==> src/rtl/arith_pkg.sv <==
// rtl/arith_pkg.sv - shared state encodings and helpers for the iterative arithmetic units
package arith_pkg;

    typedef logic [1:0] state_t;

    localparam state_t ST_IDLE = 2'd0;
    localparam state_t ST_RUN  = 2'd1;
    localparam state_t ST_DONE = 2'd2;

    // Bits needed to hold the values 0..value-1.
    function automatic int clog2(input int value);
        int r;
        int v;
        r = 0;
        v = value - 1;
        while (v > 0) begin
            r = r + 1;
            v = v >> 1;
        end
        return r;
    endfunction

endpackage

==> src/rtl/twos_abs.sv <==
// rtl/twos_abs.sv - magnitude and sign extraction of a two's complement or unsigned operand
module twos_abs #(
    parameter int WIDTH = 8
) (
    input  logic [WIDTH-1:0] i_x,
    input  logic             i_signed,
    output logic [WIDTH-1:0] o_mag,
    output logic             o_neg
);

    logic w_neg;

    assign w_neg = i_signed & i_x[WIDTH-1];
    // The most negative value maps to 2^(WIDTH-1), which still fits as unsigned.
    assign o_mag = w_neg ? (~i_x + WIDTH'(1)) : i_x;
    assign o_neg = w_neg;

endmodule

==> src/rtl/seq_mult.sv <==
// rtl/seq_mult.sv - iterative radix-2 shift-add multiplier with start/done handshake
module seq_mult
    import arith_pkg::*;
#(
    parameter int WIDTH = 8
) (
    input  logic               clk,
    input  logic               rst_n,
    input  logic               start,
    input  logic               signed_mode,
    input  logic [WIDTH-1:0]   a,
    input  logic [WIDTH-1:0]   b,
    output logic               ready,
    output logic               busy,
    output logic               done,
    output logic [2*WIDTH-1:0] product
);

    localparam int CW = (clog2(WIDTH) < 1) ? 1 : clog2(WIDTH);

    state_t             r_state;
    logic [CW-1:0]      r_count;
    logic [WIDTH-1:0]   r_mcand;
    logic [2*WIDTH-1:0] r_acc;
    logic               r_neg;
    logic [2*WIDTH-1:0] r_product;

    logic [WIDTH-1:0]   w_a_mag;
    logic [WIDTH-1:0]   w_b_mag;
    logic               w_a_neg;
    logic               w_b_neg;
    logic [WIDTH-1:0]   w_addend;
    logic [WIDTH:0]     w_sum;
    logic [2*WIDTH-1:0] w_acc_next;
    logic               w_last;

    twos_abs #(.WIDTH(WIDTH)) u_abs_a (
        .i_x      (a),
        .i_signed (signed_mode),
        .o_mag    (w_a_mag),
        .o_neg    (w_a_neg)
    );

    twos_abs #(.WIDTH(WIDTH)) u_abs_b (
        .i_x      (b),
        .i_signed (signed_mode),
        .o_mag    (w_b_mag),
        .o_neg    (w_b_neg)
    );

    // Low half of the accumulator holds the remaining multiplier bits; its LSB gates the add.
    assign w_addend   = r_acc[0] ? r_mcand : '0;
    assign w_sum      = {1'b0, r_acc[2*WIDTH-1:WIDTH]} + {1'b0, w_addend};
    assign w_acc_next = {w_sum, r_acc[WIDTH-1:1]};
    assign w_last     = (r_count == CW'(WIDTH - 1));

    always_ff @(posedge clk or negedge rst_n) begin
        if (!rst_n) begin
            r_state   <= ST_IDLE;
            r_count   <= '0;
            r_mcand   <= '0;
            r_acc     <= '0;
            r_neg     <= 1'b0;
            r_product <= '0;
        end else begin
            case (r_state)
                ST_RUN: begin
                    r_acc   <= w_acc_next;
                    r_count <= r_count + CW'(1);
                    if (w_last) begin
                        r_state   <= ST_DONE;
                        r_product <= r_neg ? -w_acc_next : w_acc_next;
                    end
                end
                default: begin
                    if (start) begin
                        r_state <= ST_RUN;
                        r_mcand <= w_a_mag;
                        r_acc   <= {{WIDTH{1'b0}}, w_b_mag};
                        r_neg   <= w_a_neg ^ w_b_neg;
                        r_count <= '0;
                    end else begin
                        r_state <= ST_IDLE;
                    end
                end
            endcase
        end
    end

    assign ready   = (r_state != ST_RUN);
    assign busy    = (r_state == ST_RUN);
    assign done    = (r_state == ST_DONE);
    assign product = r_product;

endmodule

==> config.mk <==
export PLATFORM = sky130hd
export DESIGN_NAME = seq_mult
export DESIGN_NICKNAME = d
export VERILOG_FILES = /design/src/rtl/arith_pkg.sv /design/src/rtl/twos_abs.sv /design/src/rtl/seq_mult.sv
export SDC_FILE = /design/constraint.sdc
export NUM_CORES = 1
export LEC_CHECK = 0
export BUFFER_PORTS_ARGS = -buffer_cell sky130_fd_sc_hd__buf_4
export CAP_MARGIN = 5
export CORE_ASPECT_RATIO = 1.4
export CORE_UTILIZATION = 25
export DETAILED_ROUTE_END_ITERATION = 16
export GPL_TIMING_DRIVEN = 0
export HOLD_SLACK_MARGIN = 0.02
export SLEW_MARGIN = 20
export SYNTH_ARGS = -nofsm -noshare
export SYNTH_HDL_FRONTEND = slang
export SYNTH_SLANG_ARGS = --single-unit
==> constraint.sdc <==
create_clock -name clk -period 3.85 [get_ports clk]
set_clock_uncertainty 0.05 [all_clocks]
set_input_delay 0.385 -clock clk [delete_from_list [all_inputs] [get_ports clk]]
set_output_delay 0.385 -clock clk [all_outputs]
set_load 0.05 [all_outputs]
---- Word-level counts from Yosys, hierarchy flattened ----
Index checks and enable logic that the tools add are counted.
word-level totals
  input port bits ......................... 20
  word-level logic and storage cells ...... 36
  output and inout port bits .............. 19
  flip-flop bits (word level) ............. 46
operators by class
  bitwise operators ....................... 6
  reduce and logical (&&, ||, !) cells .... 3
  mux-type cells .......................... 11
  add/subtract/negate cells ............... 5
  equal/unequal tests ..................... 5
operator list
  cell                 count
  $mux 16              3
  $mux 8               3
  $add 8x1->8 const B  2
  $neg 16->16          1
  $not 8->8            2
  $add 8x8->9          1
  $mux 3               2
  $mux 2               2
  $ne 2x1->1 const B   2
  $reduce_and 2->1     2
  $add 3x1->3 const B  1
  $eq 3x3->1 const B   1
  $and 1x1->1          2
  $eq 2x1->1 const B   1
  $eq 2x2->1 const B   1
  $reduce_bool 2->1    1
  $mux 1               1
  $not 1->1            1
  $xor 1x1->1          1

---- Depth between registers and ports, before layout ----
Gate-level depths: netlist of the first run.
  depth after elaboration ................. 5
  mapped depth ............................ 9
  gate-level depth less buffers ........... 9

---- By module ----
Synthesis of the first run repeated with hierarchy kept, for this count alone.
second synthesis, totals
  cell total of the unflattened synthesis .. 324
  area, all modules ....................... 2990.4 µm²
by module, submodules not included
  module    cells an instance  sequential area each (µm²)  times used  area each (µm²)
  seq_mult  274                1151.1                      1           2677.6
  twos_abs  25                 0.0                         2           156.4

---- Worst setup path after synthesis of the first run ----
OpenSTA, ideal clock, no wires.
  path kind ............................... flip-flop to flip-flop
  from .................................... reg r_acc[0]
  to ...................................... reg r_product[14] (netlist: product[14])
  data required time ...................... 3.678 ns
  period minus slack after synthesis ...... 2.727 ns
  slack ................................... 1.123 ns
  arrival ................................. 2.555 ns
  buffers on the path ..................... 0
  stages on the path, launching flop included .. 10
  library setup time ...................... 0.122 ns
  cells stage by stage .................... dfrtp_1 -> and2_1 -> ha_1 -> fa_1 -> a21o_1 -> a211oi_1 -> o221ai_1 -> a2111oi_1 -> mux2i_1 -> nand2_1
between the ends
  longest elaborated chain between the ends .. 4
RTL lines
  element                   line            text
  start: declaration        seq_mult.sv:24  logic [2*WIDTH-1:0] r_acc;
  start signal: assignment  seq_mult.sv:68  r_acc <= w_acc_next;
  start signal: assignment  seq_mult.sv:79  r_acc <= {{WIDTH{1'b0}}, w_b_mag};
  $mux 8 *                  seq_mult.sv:52  assign w_addend = r_acc[0] ? r_mcand : '0;
  $add 8x8->9 *             seq_mult.sv:53  assign w_sum = {1'b0, r_acc[2*WIDTH-1:WIDTH]} + {1'b0, w_addend};
  $neg 16->16               seq_mult.sv:72  r_product <= r_neg ? -w_acc_next : w_acc_next;
  $mux 16 *                 seq_mult.sv:72
  end signal: assignment    seq_mult.sv:72
  end: declaration          seq_mult.sv:26  logic [2*WIDTH-1:0] r_product;
Every way passes the cells marked *; elsewhere a longest branch is shown, timed or not.
A chain may end at the register's enable or synchronous reset.

---- Final worst setup path of the first run ----
Same ends and word-level chain as after synthesis.

==> results.cfg, run 1 <==
[run_status]
status = finished clean

[logic_synthesis]
synth_top_area_cell = dfrtp_1
synth.avg_cell_area_um2 = 8.51
synth_top_area_frac = 0.406
syn_inst = 333
synth_cell_types = 46
ys_warn_count = 0
syn-num-nets = 367
async_flop_share = 1.00
synth_edf_count = 0
synth_seq_cells = 46
ys_seq_area_frac = 0.406
synth_area_leaders = dfrtp_1, nand2_1, o21ai_0
ys.flop_type = dfrtp_1
synthesis.area_um2 = 2840

[clock_network]
cts_buffer_depth = 2
cts_made_buffers = 5
ctsResizeCount = 0
clk_pin_slew_ns = 0.07
root_buffer = clkbuf_16
clkLatencyLatePin_ns = 0.29
numClockSinks = 46
post_cts_buffers = 0
cts_hold_buffers = 0
htree_levels = 2
cts_tree = done

[critical_path]
critPathSlowestCell = a2111oi_1
critPathArrivalTime_ns = 3.22
start_kind = flop
crit_family = compound AO/OA/AOI/OAI gates
crit_fanout = 9
max_stage_delay_ns = 0.56
path_class = reg -> reg
end_kind = flop
critPathBufInv = 0
cp_data_required_time_ns = 3.98
crit_chain = and2_1 > ha_1 > fa_1 > a21o_1 > a211oi_1 > o221ai_1 > a2111oi_1 > mux2i_1 > nand2_1

[placed_design]
port_buffers = 36
dp_slack_ns = 0.776
placed_cell_area_um2 = 3280
place.gp.congestion = 0.768
dp.cells = 510
dp_hpwl_mm = 5.24

[power_and_ir_drop]
total_power_mw = 2.84
ir_worst_vdd_mv = 0.190
p_leak_nw = 1.58
power_density_nw_per_um2 = 824

[route]
via_count = 2429
drtIter0Drc = 101
drc_errors = 0
viasPerCell = 4.69
dr.pass1.iters = 4
detail-route-antenna-nets = 0
drt-wirelength-per-cell_um = 12.8
finalWirelength_mm = 6.62

[floorplan]
ioPinCount = 39
die_area_um2 = 11800
fp.dieH_um = 128
die_w_um = 92.0
core_um2 = 10900
rows = 45
initial_core_util = 0.260

[grt]
grt_pass1_vias = 2494
grt_pass1_wl_mm = 11.3
grt.overflow.total = 0
grt_max_degree = 47
antenna_found_initial = 0
grt_usage = 0.119

[sta]
period_needed_ns = 3.09
fin_ws_ns = 0.762
finalCritPeriodShare = 0.802
tns_ns = 0
finalHoldViolCount = 0
slew_violations = 0
worst_pin_slew_ns = 0.773
whs_ns = 0.0410
setup_viol = 0
maxSlewHeadroom = 0.471
fmaxAchievable_mhz = 324
rsz0062_at_grt = no

[layout]
final_util = 0.316
stdcell_area_um2 = 3450
drive_above_1_share = 0.133
syn2layout_area_growth_pct = 21.8
final_nets = 410
antenna_cells = 0
nFillCells = 1169
final_cells = 518
final_common_cell = nand2_1
layout_common_cells = nand2_1, dfrtp_1, o21ai_0

[hold_path]
hold_path.class = in -> async

[job]
drv_cap = 0
registers in the layout, indices dropped and copies added, names as in the netlist:
signal and flops:
r_count 3, product 16, r_neg 1, r_acc 16, r_mcand 8, r_state 2
final timing paths:
path	endpoint	slack (ns)	depth (start not counted)	start
min in group clk	r_mcand[2]	0.35	3	a[2]
setup / recovery	product[14]	0.76	9	r_acc[0]
hold reg to reg	r_mcand[5]	0.43	2	r_mcand[5]
setup reg to reg	product[14]	0.76	9	r_acc[0]
hold / removal	product[3]	0.04	1	rst_n
max in group asynchronous	r_acc[11]	3.30	1	rst_n
cells by family after synthesis:
logic type / count (synthesis) / synth area share
AOI/OAI and AO/OA: 76 / 0.162
and+or+nand+nor: 146 / 0.246
DFF: 46 / 0.406
buffers and inverters: 22 / 0.0291
muxes: 7 / 0.0252
xor gates and xnor gates: 22 / 0.0680
adders and majority gates: 14 / 0.0644
report_power, final:
part           switching (mW)  internal (mW)  leakage [nW]  total [mW]
sequential              0.165          0.706         0.575       0.870
combinational           0.959          0.517         0.925        1.48
clock                   0.192          0.306        0.0760       0.498
Yosys cell counts, types with 2 or more instances:
cell      count
or3_1         6
a21o_1        3
a21oi_1       6
nor2_1       22
o21ai_0      43
nor2b_1       4
a211oi_1      3
nand2_1      69
buf_1         2
o211ai_1      2
nor3_1        2
and3_1        2
nand3_1      11
and2_1        9
o31ai_1       4
mux2i_1       6
xnor2_1       8
nand3b_1     10
clkbuf_1     11
xor2_1       14
nand2b_1      3
inv_1         8
a31oi_1       4
dfrtp_1      46
ha_1         13
a22oi_1       2
layout make-up:
cell class                 instances  area, µm²  share of cell area
buffer                            13       48.8              0.0141
clock buffer                       5        125              0.0362
clock inverter                     3       45.0              0.0130
inverter                           9       33.8             0.00979
multi-input combinational        265       1600               0.464
sequential                        46       1150               0.333
tap                              141        176              0.0511
timing repair buffer              36        270              0.0783
per-layer routing:
metal | track usage | wire [µm]
met1 | 0.127 | 2710
met5 | 0 | 0
met4 | 0.0570 | 184
met2 | 0.219 | 3470
met3 | 0.0261 | 257
Note: power is estimated with default switching activity, not from simulation.
==> run 2, diff against run 1 <==
ABC_AREA = 1   (was unset)
clock period = 3 ns   (was 3.85 ns; I/O delays follow)
==> run 2 against run 1 <==
Compared with the run above: the run now ends with design-rule violations left; largest power group unchanged; register-to-register slack worse by 0.33 ns; count of clock-buffer cells in the layout up 2; critical path depth up 6; core utilization down 0.59 points; synthesized cell count up 11%; sequential share of layout area down 0.44 points.
==> results.cfg, run 2 <==
[run_status]
status = complete, but fails checks
violations = design-rule violations

[layout]
nFillCells = 1240
syn2layout_area_growth_pct = 21.7
final_common_cell = nand2_1
multi_input_area_um2 = 1470
layout_common_cells = nand2_1, dfrtp_1, inv_1
final_nets = 450
antenna_cells = 0
drive_above_1_share = 0.189
regArea_um2 = 1150

[critical_path]
crit_chain = clkbuf_1 > nand2_1 > inv_1 > ha_1 > fa_1 > nor2_1 > nand2_4 > nor2_4 > nand3_2 > nor2_4 > nand2_2 > nand2_1 > nand2_1 > nand3_1 > nand2_1
crit_cells = 15
rr_worst_depth = 15
end_kind = flop
crit_fanout = 9
rrSetupSlack_ns = 0.43
critPathBufInv = 2
cp_data_required_time_ns = 3.13
max_stage_delay_ns = 0.49
path_class = reg -> reg
start_kind = flop
critPathSlowestCell = fa_1
startpoint = r_acc[0]
reg2reg_from = r_acc[0]
crit_top_cell = nand2_1
critPathArrivalTime_ns = 2.70
crit_family = simple AND/OR/NAND/NOR gates
timing.rr.end = product[15]
critPathCapture = product[15]

[placed_design]
place.gp.congestion = 0.818
dp_hpwl_mm = 5.31
port_buffers = 38

[power_and_ir_drop]
p_clk_frac = 0.150
p_comb_frac = 0.565
power_density_nw_per_um2 = 1060
p_int_mw = 1.93
total_power_mw = 3.72
switching_share = 0.480
p_sw_mw = 1.79
ir_worst_vdd_mv = 0.294
p_leak_nw = 1.80
p_seq_frac = 0.285

[grt]
grt_max_degree = 47
grt_usage = 0.121
grt_pass1_wl_mm = 11.6
grt_pass1_vias = 2549
grt.overflow.total = 0
antenna_found_initial = 0

[sta]
tns_ns = 0
finalCritPeriodShare = 0.857
fmaxAchievable_mhz = 389
maxSlewHeadroom = 0.607
rsz0062_at_grt = no
slew_violations = 0
period_needed_ns = 2.57
worst_pin_slew_ns = 0.590
finalHoldViolCount = 0
setup_viol = 0

[logic_synthesis]
synth_edf_count = 0
ys_warn_count = 0
yosysMostFrequentCell = nand2_1
synth_top_area_cell = dfrtp_1
synth_cell_types = 31
synth_area_leaders = dfrtp_1, nand2_1, o21ai_0
synth_commonest_cells = nand2_1, dfrtp_1, inv_1
ys_seq_area_frac = 0.400
synth.avg_cell_area_um2 = 7.77
synth_top_area_frac = 0.400
ys.flop_type = dfrtp_1
synthesis.area_um2 = 2880
async_flop_share = 1.00
synth_seq_cells = 46
syn-num-nets = 404
syn_inst = 370

[route]
drtIter0Drc = 75
met3_length_um = 261
viasPerCell = 4.51
drt-wirelength-per-cell_um = 11.8
finalWirelength_mm = 6.63
met2RoutedLength_mm = 3.21
via_count = 2531
detail-route-antenna-nets = 0
dr.pass1.iters = 11
drt-met1-wl_mm = 3.05
drc_errors = 1
top_layer = met4

[floorplan]
initial_core_util = 0.255
fp.dieH_um = 129
die_area_um2 = 11900
ioPinCount = 39
die_w_um = 92.6
rows = 46
core_um2 = 11300

[clock_network]
cts_buffer_depth = 2
root_buffer = clkbuf_16
ctsResizeCount = 0
post_cts_buffers = 0
numClockSinks = 46
cts_tree = done
clkLatencyLatePin_ns = 0.29
clk_pin_slew_ns = 0.06
cts_made_buffers = 5
htree_levels = 2

[job]
drv_cap = 0

[hold_path]
hold_path.class = in -> reg
-- run 2: cell types whose count changed after synthesis, sizes merged, moves of 5 or more --
| cell | previous run | this run |
|---|---|---|
| a21oi | 6 | 11 |
| and2 | 10 | 0 |
| clkbuf | 11 | 5 |
| inv | 9 | 52 |
| mux2i | 6 | 0 |
| nand2 | 69 | 111 |
| nand3 | 11 | 23 |
| nand3b | 10 | 0 |
| o21ai | 44 | 35 |
| o221ai | 1 | 7 |
| or3 | 8 | 0 |
| xnor2 | 8 | 2 |
-- run 2: cell type report --
type | instances | share of cell area
Tap cell | 144 | 0.0515
Inverter | 52 | 0.0565
Clock inverter | 1 | 0.00143
Buffer | 11 | 0.0172
Clock buffer | 7 | 0.0408
Timing Repair Buffer | 39 | 0.0844
Multi-Input combinational cell | 261 | 0.419
Sequential cell | 46 | 0.329
-- run 2: cells by family (layout without fill, tap and decap cells) --
logic type                 count (synthesis)  after routing  share of synthesized area
AOI/OAI and AO/OA                         62             62                      0.127
buffers and inverters                     63            110                     0.0896
xor gates and xnor gates                  20             20                     0.0609
DFF                                       46             46                      0.400
and+or+nand+nor                          165            165                      0.259
adders and majority gates                 14             14                     0.0635
-- run 2: through the flow --
| step | std cells | hold slack [ns] | setup slack [ns] | area (µm²) | utilization |
|---|---|---|---|---|---|
| 2_1_floorplan | 370 | -0.0456 | 0.684 | 2880 | - |
| 3_3_place_gp | 552 | 0.294 | 0.441 | 3340 | 0.296 |
| 3_5_place_dp | 552 | 0.306 | 0.411 | 3340 | 0.296 |
| 4_1_cts | 561 | 0.250 | 0.404 | 3500 | 0.310 |
| 5_1_grt | 561 | 0.281 | 0.184 | 3500 | 0.310 |
| 6_report | 561 | 0.252 | 0.430 | 3500 | 0.310 |
-- run 2: worst min-delay path by stage --
stage / endpoint / startpoint / cells after the start
after floorplan: product[0] / rst_n / 0
after global placement: r_acc[13] / rst_n / 1
after detailed placement: r_acc[13] / rst_n / 1
after CTS: r_mcand[7] / a[7] / 3
after global routing: r_mcand[7] / a[7] / 3
final: r_mcand[7] / a[7] / 3
-- run 2: repair_timing --
item                                    in CTS  in global routing
hold buffers                                 1                  0
endpoints found under the setup margin       0                  0
endpoints found under the hold margin       46                  0
-- run 2: power groups by stage --
stage                     clock, mW  combinational, mW  sequential, mW
after CTS                     0.579               2.13            1.06
after global placement            0               2.08            1.06
final                         0.559               2.10            1.06
after global routing          0.605               2.34            1.09
after floorplan                   0               1.26            1.36
after detailed placement          0               2.12            1.07
-- run 2: tightest hold or removal path, stage by stage --
cell and delay (ns):
buf_4 0.11, o21ai_0 0.07, o21ai_0 0.07
-- run 2: per-layer routing --
metal,GRT usage,up-vias
met5,0,-
met4,0.0489,0
met3,0.0225,8
met2,0.214,53
met1,0.145,1187
li1,-,1283
